**config.mk**
```make
export PLATFORM = sky130hd
export DESIGN_NAME = div_ctrl_flat
export DESIGN_NICKNAME = d
export VERILOG_FILES = /design/src/rtl/div_ctrl_if.sv /design/src/rtl/div_ctrl.sv /design/src/flat_wrapper.sv
export SDC_FILE = /design/constraint.sdc
export NUM_CORES = 1
export LEC_CHECK = 0
export ABC_AREA = 1
export CAP_MARGIN = 20
export CELL_PAD_IN_SITES_DETAIL_PLACEMENT = 1
export CELL_PAD_IN_SITES_GLOBAL_PLACEMENT = 1
export CORE_MARGIN = 8
export CORE_UTILIZATION = 28
export DETAILED_ROUTE_END_ITERATION = 8
export PLACE_DENSITY = 0.84
export SLEW_MARGIN = 30
export SYNTH_ARGS = -nofsm -noshare
export SYNTH_HDL_FRONTEND = slang
export SYNTH_SLANG_ARGS = --single-unit
```
**constraint.sdc**
```tcl
create_clock -name clk -period 1.95 [get_ports clk]
set_input_delay 0.39 -clock clk [delete_from_list [all_inputs] [get_ports clk]]
set_output_delay 0.39 -clock clk [all_outputs]
set_load 0.01 [all_outputs]
```
**src/rtl/div_ctrl_if.sv**
```systemverilog
// Bundle between the MIX DIV sequencer, the instruction unit driving it and the
// radix-8 magnitude divider it launches. The slave side is div_ctrl itself.
interface div_ctrl_if;
  logic        start;
  logic [30:0] ra_in;
  logic [30:0] rx_in;
  logic [30:0] v_in;
  logic        busy;
  logic        done;
  logic        wr;
  logic        ovf;
  logic [30:0] ra_out;
  logic [30:0] rx_out;
  logic        div_start;
  logic [29:0] div_a;
  logic [59:0] div_c;
  logic        div_stop;
  logic [29:0] div_b;
  logic [29:0] div_rest;

  modport slave (
    input  start, ra_in, rx_in, v_in, div_stop, div_b, div_rest,
    output busy, done, wr, ovf, ra_out, rx_out, div_start, div_a, div_c
  );

  modport master (
    output start, ra_in, rx_in, v_in, div_stop, div_b, div_rest,
    input  busy, done, wr, ovf, ra_out, rx_out, div_start, div_a, div_c
  );
endinterface

```
**src/rtl/div_ctrl.sv**
```systemverilog
// MIX DIV sequencer: overflow check, sign strip, divider launch, sign reapply.
// A post-reset holdoff lets any divider run orphaned by reset drain first.
module div_ctrl #(
  parameter int HOLDOFF = 12
) (
  input logic       clk,
  input logic       reset,
  div_ctrl_if.slave bus
);
  localparam int CW = $clog2(HOLDOFF) + 1;

  typedef enum logic [2:0] {HOLD, IDLE, CHECK, WAIT, DONE} state_t;

  state_t        state_q, state_d;
  logic [CW-1:0] cnt_q, cnt_d;
  logic          sa_q, sa_d;
  logic          sv_q, sv_d;
  logic [29:0]   div_a_q, div_a_d;
  logic [59:0]   div_c_q, div_c_d;
  logic          div_start_q, div_start_d;
  logic          done_q, done_d;
  logic          wr_q, wr_d;
  logic          ovf_q, ovf_d;
  logic          busy_q, busy_d;
  logic [30:0]   ra_out_q, ra_out_d;
  logic [30:0]   rx_out_q, rx_out_d;

  // The rX sign never reaches the result.
  logic rx_sign_unused;
  assign rx_sign_unused = bus.rx_in[30];

  always_comb begin
    state_d     = state_q;
    cnt_d       = cnt_q;
    sa_d        = sa_q;
    sv_d        = sv_q;
    div_a_d     = div_a_q;
    div_c_d     = div_c_q;
    div_start_d = 1'b0;
    done_d      = 1'b0;
    wr_d        = wr_q;
    ovf_d       = ovf_q;
    ra_out_d    = ra_out_q;
    rx_out_d    = rx_out_q;
    case (state_q)
      HOLD: begin
        if (cnt_q == '0) state_d = IDLE;
        else             cnt_d   = cnt_q - CW'(1);
      end
      IDLE: begin
        if (bus.start) begin
          sa_d    = bus.ra_in[30];
          sv_d    = bus.v_in[30];
          div_a_d = bus.v_in[29:0];
          div_c_d = {bus.ra_in[29:0], bus.rx_in[29:0]};
          state_d = CHECK;
        end
      end
      CHECK: begin
        // High half >= divisor means the quotient cannot fit (covers |V| = 0).
        if (div_c_q[59:30] >= div_a_q) begin
          ovf_d   = 1'b1;
          wr_d    = 1'b0;
          done_d  = 1'b1;
          state_d = DONE;
        end else begin
          div_start_d = 1'b1;
          state_d     = WAIT;
        end
      end
      WAIT: begin
        if (bus.div_stop) begin
          ra_out_d = {sa_q ^ sv_q, bus.div_b};
          rx_out_d = {sa_q, bus.div_rest};
          wr_d     = 1'b1;
          ovf_d    = 1'b0;
          done_d   = 1'b1;
          state_d  = DONE;
        end
      end
      DONE:    state_d = IDLE;
      default: state_d = HOLD;
    endcase
    busy_d = (state_d != IDLE);
  end

  always_ff @(posedge clk) begin
    if (reset) begin
      state_q     <= HOLD;
      cnt_q       <= CW'(HOLDOFF - 1);
      sa_q        <= 1'b0;
      sv_q        <= 1'b0;
      div_a_q     <= '0;
      div_c_q     <= '0;
      div_start_q <= 1'b0;
      done_q      <= 1'b0;
      wr_q        <= 1'b0;
      ovf_q       <= 1'b0;
      busy_q      <= 1'b1;
      ra_out_q    <= '0;
      rx_out_q    <= '0;
    end else begin
      state_q     <= state_d;
      cnt_q       <= cnt_d;
      sa_q        <= sa_d;
      sv_q        <= sv_d;
      div_a_q     <= div_a_d;
      div_c_q     <= div_c_d;
      div_start_q <= div_start_d;
      done_q      <= done_d;
      wr_q        <= wr_d;
      ovf_q       <= ovf_d;
      busy_q      <= busy_d;
      ra_out_q    <= ra_out_d;
      rx_out_q    <= rx_out_d;
    end
  end

  assign bus.busy      = busy_q;
  assign bus.done      = done_q;
  assign bus.wr        = wr_q;
  assign bus.ovf       = ovf_q;
  assign bus.ra_out    = ra_out_q;
  assign bus.rx_out    = rx_out_q;
  assign bus.div_start = div_start_q;
  assign bus.div_a     = div_a_q;
  assign bus.div_c     = div_c_q;
endmodule

```
**src/flat_wrapper.sv**
```systemverilog
// flat-port wrapper written by rule: the top's interface ports become plain ports
module div_ctrl_flat 
#(
  parameter int HOLDOFF = 12
)
  (clk, reset, bus_start, bus_ra_in, bus_rx_in, bus_v_in, bus_div_stop, bus_div_b, bus_div_rest, bus_busy, bus_done, bus_wr, bus_ovf, bus_ra_out, bus_rx_out, bus_div_start, bus_div_a, bus_div_c);
  div_ctrl_if bus_i ();
  input logic clk;
  input logic reset;
  input wire logic [$bits(bus_i.start)-1:0] bus_start;
  input wire logic [$bits(bus_i.ra_in)-1:0] bus_ra_in;
  input wire logic [$bits(bus_i.rx_in)-1:0] bus_rx_in;
  input wire logic [$bits(bus_i.v_in)-1:0] bus_v_in;
  input wire logic [$bits(bus_i.div_stop)-1:0] bus_div_stop;
  input wire logic [$bits(bus_i.div_b)-1:0] bus_div_b;
  input wire logic [$bits(bus_i.div_rest)-1:0] bus_div_rest;
  output wire logic [$bits(bus_i.busy)-1:0] bus_busy;
  output wire logic [$bits(bus_i.done)-1:0] bus_done;
  output wire logic [$bits(bus_i.wr)-1:0] bus_wr;
  output wire logic [$bits(bus_i.ovf)-1:0] bus_ovf;
  output wire logic [$bits(bus_i.ra_out)-1:0] bus_ra_out;
  output wire logic [$bits(bus_i.rx_out)-1:0] bus_rx_out;
  output wire logic [$bits(bus_i.div_start)-1:0] bus_div_start;
  output wire logic [$bits(bus_i.div_a)-1:0] bus_div_a;
  output wire logic [$bits(bus_i.div_c)-1:0] bus_div_c;
  assign bus_i.start = bus_start;
  assign bus_i.ra_in = bus_ra_in;
  assign bus_i.rx_in = bus_rx_in;
  assign bus_i.v_in = bus_v_in;
  assign bus_i.div_stop = bus_div_stop;
  assign bus_i.div_b = bus_div_b;
  assign bus_i.div_rest = bus_div_rest;
  assign bus_busy = bus_i.busy;
  assign bus_done = bus_i.done;
  assign bus_wr = bus_i.wr;
  assign bus_ovf = bus_i.ovf;
  assign bus_ra_out = bus_i.ra_out;
  assign bus_rx_out = bus_i.rx_out;
  assign bus_div_start = bus_i.div_start;
  assign bus_div_a = bus_i.div_a;
  assign bus_div_c = bus_i.div_c;
  div_ctrl #(.HOLDOFF(HOLDOFF)) u_core (.clk(clk), .reset(reset), .bus(bus_i));
endmodule
```
==> out/results.txt, run 1 <==
CP endpoint kind: flip-flop
Drt total wl: 25,100 um
GRT met2 Usage: 30.1%
Worst clock skew: 0.0135 ns
Num CTS Buffers: 17
Synthesized cell area: 6670 um^2
Final non-filler cell area: 10,800 um^2
Vias in the first global route: 7,220
Least-Margin Pin Slew: 0.374 ns
Worst-Skew Late Latency: 0.42 ns
Hold-fix buffers, CTS: 0
Final worst path period share: 91.3%
Reg2Reg Setup Slack: 0.17 ns
RePlAce Congestion: 0.779
# DRC: 0
Worst Path Arrival: 2.09 ns
Leakage: 0.00424 uW
Clock Sinks: 167
Worst Path Required: 2.26 ns
Finish-stage setup viols: 0
Nets: 1,338
Hold Slack: 0.444 ns
HPWL after DPL: 19,400 um
GRT Total Usage: 16.9%
Synth unique cells: 22
Hold crit path type: reg -> reg
DRT iter0 DRCs: 354
Area share of the largest cell type after synthesis: 50.1%
TritonCTS clock tree: done
H-Tree Depth: 4
Layout filler cell count: 2,860
Crit Path Class: reg -> reg
Peak VDD IR: 0.557 mV
Die width: 170 um
Synthesized Nets: 1,044
Max-slew violations: 0
Max Buffers Root-to-Sink: 2
Antenna violations before repair: 1
Power Dens Cells: 689 nW/um^2
Maximum clock rate: 561 MHz
Critical path launch point type: flip-flop
Fin. Hold Viols: 0
Vias per Instance: 4.56
Syn_area_per_cell: 7.79 um^2
Commonest cells in the netlist: dfxtp_1 (167), o21ai_0 (157), nor2_1 (142)
Buffers added on ports: 312
Routed via count: 6,759
I/O pin total: 314
Final Worst Setup Slack: 0.169 ns
Site row count: 56
GR peak layer: met2
Post-synthesis cell count: 856
Post-synth top flop: dfxtp_1
Share of layout cells above drive strength 1: 5.42%
Largest net degree at the start of global routing: 95
Number of synthesized register bits: 167
Yosys warning count: 0
Clk root buf: clkbuf_16
Met1 Resource Use GR: 18.3%
First-pass GRT wire length: 38,500 um
Fin util: 46.1%
Status: finished clean
Die span in y: 170 um
Area after DPL: 10,100 um^2
Starting Density: 28.5%
Largest cells by area after synthesis: dfxtp_1 (50%), o21ai_0 (12%), a21oi_1 (8.4%), nor2_1 (8.0%), inv_1 (6.5%)
Synth area leader: dfxtp_1
Tmin final: 1.78 ns
Drt wl/cell: 16.9 um
Post-synth EDFFs: 0
Routed Antenna Nets: 0
Area grow syn2layout: 61.8%
Initial DRT Pass Iterations: 4
Sequential share of the synthesized area: 50.1%
Overflow after GRT: 0
Clock transition at path regs: 0.07 ns
Die footprint: 29,000 um^2
Slew HR: 75.1%
Max-cap violation count: 0
Core Area: 23,400 um^2
Pre-CTS WS: 0.0400 ns
Ys async rst share: 0%
Setup TNS: 0 ns
Most frequent cell after synthesis: dfxtp_1
Crit path max fanout: 4
Met3 Use GR: 5.00%
## metrics by stage
step | total power [uW] | cells
floorplan | 3650 | 856
global placement | 4010 | 1450
detailed placement | 4030 | 1450
CTS | 7550 | 1482
global route | 7740 | 1483
finish | 7430 | 1483
## worst max-delay path, stage by stage (launching register included)
cell and delay (ns):
dfxtp_1 0.33, inv_1 0.06, ha_1 0.31, nand2_1 0.12
nor2_2 0.17, nand2_2 0.10, nor2_4 0.11, nand2_1 0.06
nand2_1 0.07, nor2_2 0.05, nand2_1 0.07, nand2_2 0.09
nand2_1 0.07, a21oi_1 0.05
## worst paths after layout
check / from / end / depth (start not counted)
max: u_core.bus.div_a[23] / u_core.bus.wr / 13
min: u_core.bus.ra_out[11] / u_core.bus.ra_out[11] / 2
max reg2reg: u_core.bus.div_a[23] / u_core.bus.wr / 13
min reg2reg: u_core.bus.ra_out[11] / u_core.bus.ra_out[11] / 2
## sequential cells by signal, indices dropped and copies added, names as in the netlist
name                  count
u_core.bus.div_c         60
u_core.bus.ra_out        31
u_core.bus.rx_out        31
u_core.bus.div_a         30
u_core.cnt_q              5
u_core.state_q            3
u_core.bus.busy           1
u_core.bus.div_start      1
u_core.bus.done           1
u_core.bus.ovf            1
u_core.bus.wr             1
u_core.sa_q               1
u_core.sv_q               1
## kinds of logic after synthesis
logic type	Yosys count	share of synthesized area (%)
compound gates	272	20.5
xor+xnor	1	0.131
simple gates	215	12.8
flops	167	50.1
fa+ha+maj	31	5.82
buf+inv	170	10.6
## cells in the final DEF (no fill, tap or decap), types with 2 or more instances in the layout
cell and instances:
nand2_2 4, clkdlybuf4s50_1 312, o21ai_0 157, inv_8 7
clkbuf_16 17, nand4_1 4, inv_6 3, buf_12 8
a21oi_1 111, dfxtp_1 167, ha_1 31, clkinv_4 2
nor2_1 136, nand3_1 5, nand2_1 54, clkinv_2 2
buf_4 6, nor2_4 3, inv_1 115, nor2_2 3
inv_2 2, nor3_1 3
## cell type report
cell class / count / area, um^2 / share of cell area, %
multi-input combinational: 519 / 2660 / 24.7
clock buffer: 17 / 425 / 3.94
timing repair buffer: 326 / 3330 / 30.9
sequential: 167 / 3340 / 31.0
inverter: 119 / 449 / 4.16
tap: 319 / 399 / 3.70
clock inverter: 15 / 176 / 1.64
antenna: 1 / 2.50 / 0.0232
## metal layers
metal	wire (um)	up-vias
met4	726	0
met2	12700	177
met5	0	-
met1	9990	3201
li1	-	3342
met3	1610	39
## power breakdown
part / internal (uW) / total [uW] / switching [uW] / leakage [uW]
Clock: 1850 / 3470 / 1620 / 0.000295
Sequential: 3420 / 3430 / 10.6 / 0.00135
Combinational: 341 / 522 / 181 / 0.00260
Total: 5620 / 7430 / 1810 / 0.00424
## what timing repair did
item | in CTS | in global routing
setup endpoints to repair | 5 | 8
resized for setup | 1 | 13
setup buffers | 0 | 0
pin swaps | 0 | 0
Power figures use the tool's default switching activity.
==> run 2: changes to the inputs <==
clock period = 1.8 ns   (was 1.95 ns; I/O delays follow)
==> run 2 against run 1 <==
Effect of this change: setup slack lost 0.12 ns; critical path depth shrank 12; design area grew 3.6%; sequential share of layout area shrank 1.0 points; first-iteration DRC count shrank 26%; sequential power grew 8.5%; sequential cell count is the same; clock power grew 7.2%.
==> out/results.txt, run 2 (same netlist as run 1, synthesis figures left out) <==
Reg2Reg Setup Slack: 0.05 ns (was 0.17 ns)
Clk root buf: clkbuf_16 (unchanged)
Antenna violations before repair: 1 (unchanged)
Finished Layout Cells: 1,505 (was 1,483)
Buffers added on ports: 312 (unchanged)
Worst clock skew: 0.0115 ns (was 0.0135 ns)
Clock transition at path regs: 0.08 ns (was 0.07 ns)
Worst min-delay path startpoint: u_core.bus.rx_out[30] (was u_core.bus.ra_out[11])
H-Tree Depth: 4 (unchanged)
Area grow syn2layout: 67.6% (was 61.8%)
DRT iter0 DRCs: 261 (was 354)
Initial DRT Pass Iterations: 4 (unchanged)
FF+latch area: 3350 um^2 (was 3340 um^2)
HPWL after DPL: 19,800 um (was 19,400 um)
Num CTS Buffers: 17 (unchanged)
Status: finished clean (unchanged)
CP max stage cell: clkdlybuf4s50_1 (was dfxtp_1)
Commonest cells after routing, fill and taps aside: clkdlybuf4s50_1 (290), dfxtp_1 (160), o21ai_0 (157) (was clkdlybuf4s50_1 (312), dfxtp_1 (167), o21ai_0 (157))
Layout filler cell count: 2,778 (was 2,860)
RSZ-0062 raised after global routing: yes
Drt wl/cell: 17.5 um (was 16.9 um)
Starting Density: 28.5% (unchanged)
Least-Margin Pin Slew: 0.308 ns (was 0.374 ns)
RR Endpoint: u_core.bus.wr (unchanged)
Max-slew violations: 0 (unchanged)
CP peak stage delay: 0.58 ns (was 0.33 ns)
First-pass GRT wire length: 39,900 um (was 38,500 um)
Die width: 170 um (unchanged)
WHS Endpoint: u_core.bus.rx_out[30] (was u_core.bus.ra_out[11])
Share of layout cells above drive strength 1: 10.0% (was 5.42%)
Area of the multi-input gates: 2850 um^2 (was 2660 um^2)
R2R depth: 12 (was 13)
Drt total wl: 26,300 um (was 25,100 um)
Largest net degree at the start of global routing: 73 (was 95)
Commonest non-fill, non-tap cell in the layout: clkdlybuf4s50_1 (unchanged)
Nets: 1,360 (was 1,338)
I/O pin total: 314 (unchanged)
Site row count: 56 (unchanged)
Hold-fix buffers, CTS: 0 (unchanged)
Setup TNS: 0 ns (unchanged)
Crit path max fanout: 3 (was 4)
Placed insts: 1,471 (was 1,450)
RePlAce Congestion: 0.772 (was 0.779)
Maximum clock rate: 570 MHz
Crit-path cells: clkdlybuf4s50_1 (was inv_1 -> ha_1 -> nand2_1 -> nor2_2 -> nand2_2 -> nor2_4 -> nand2_1 -> nand2_1 -> nor2_2 -> nand2_1 -> nand2_2 -> nand2_1 -> a21oi_1)
Power Dens Cells: 718 nW/um^2 (was 689 nW/um^2)
Worst-Skew Late Latency: 0.43 ns (was 0.42 ns)
Max reg flops: 60 (unchanged)
Routed Antenna Nets: 0 (unchanged)
Routed via count: 6,923 (was 6,759)
Crit Path Class: reg -> out (was reg -> reg)
Max-cap violation count: 0 (unchanged)
Final worst path period share: 97.4%
# DRC: 0 (unchanged)
Hold crit path type: reg -> reg (unchanged)
Final Worst Setup Slack: 0.0461 ns (was 0.169 ns)
Worst Path Required: 1.44 ns (was 2.26 ns)
Tmin final: 1.75 ns
Clock Sinks: 167 (unchanged)
Worst reg2reg startpoint: u_core.bus.div_a[10] (was u_core.bus.div_a[23])
Core Area: 23,400 um^2 (unchanged)
WHS Path Cells: 2 (unchanged)
GRT Total Usage: 17.4% (was 16.9%)
WP buf/inv: 1 (unchanged)
CP endpoint kind: output pin (was flip-flop)
Vias in the first global route: 7,370 (was 7,220)
Critical path launch point type: flip-flop (unchanged)
Pre-CTS WS: -0.184 ns (was 0.0400 ns)
TritonCTS clock tree: done (unchanged)
Crit-path leading delay family: buffers and inverters (was simple AND/OR/NAND/NOR gates)
Max Buffers Root-to-Sink: 2 (unchanged)
Peak VDD IR: 0.473 mV (was 0.557 mV)
Vias per Instance: 4.60 (was 4.56)
Overflow after GRT: 0 (unchanged)
Worst Path Arrival: 1.39 ns (was 2.09 ns)
Finish-stage setup viols: 0 (unchanged)
Leakage: 0.00467 uW (was 0.00424 uW)
Slew HR: 79.5% (was 75.1%)
Die span in y: 170 um (unchanged)
Fin. Hold Viols: 0 (unchanged)
Die footprint: 29,000 um^2 (unchanged)
run 2: where the power goes:
part	internal [uW]	switching, uW	leakage [uW]
combinational	377	207	0.00304
sequential	3710	11.8	0.00135
clock	1900	1820	0.000286
total	5990	2040	0.00467
run 2: how the worst max path moves through the flow:
stage	from	end	depth (start not counted)
after global placement	u_core.bus.div_a[13]	u_core.bus.wr	13
after CTS	u_core.bus.div_c[31]	bus_div_c[31]	1
after global routing	u_core.bus.div_a[7]	u_core.state_q[0]	11
after floorplan	u_core.bus.div_a[29]	u_core.bus.wr	13
after detailed placement	u_core.bus.div_a[13]	u_core.bus.wr	13
final	u_core.bus.div_c[51]	bus_div_c[51]	1
run 2: layout make-up:
| cell class | count | share of cell area, % |
|---|---|---|
| clock buffer | 18 | 3.93 |
| antenna | 1 | 0.0224 |
| tap | 319 | 3.57 |
| timing repair buffer | 348 | 31.5 |
| clock inverter | 14 | 1.43 |
| multi-input combinational | 519 | 25.5 |
| inverter | 119 | 4.02 |
| sequential | 167 | 30.0 |
run 2: stage by stage:
step	hold WS [ns]	cell area, um^2	power [uW]	util (%)
after floorplan	0.423	6670	3950	-
after global placement	0.430	10300	4350	44.0
after detailed placement	0.434	10300	4370	44.0
after CTS	0.444	10900	8120	46.7
after global routing	0.465	11200	8340	47.7
final	0.444	11200	8030	47.7
run 2: layer usage:
metal  up-vias  track usage (%)  wire [um]
met4         0             7.02        879
met5         -                0          0
met2       198             31.4      13500
met1      3290             18.7      10200
li1       3385                -          -
met3        50             5.42       1760
run 2: what timing repair did:
action,CTS,global route
gates resized for setup,22,48
pin swaps,4,11
hold endpoints to repair,0,0
buffers inserted,0,1
endpoints found under the setup margin,14,18
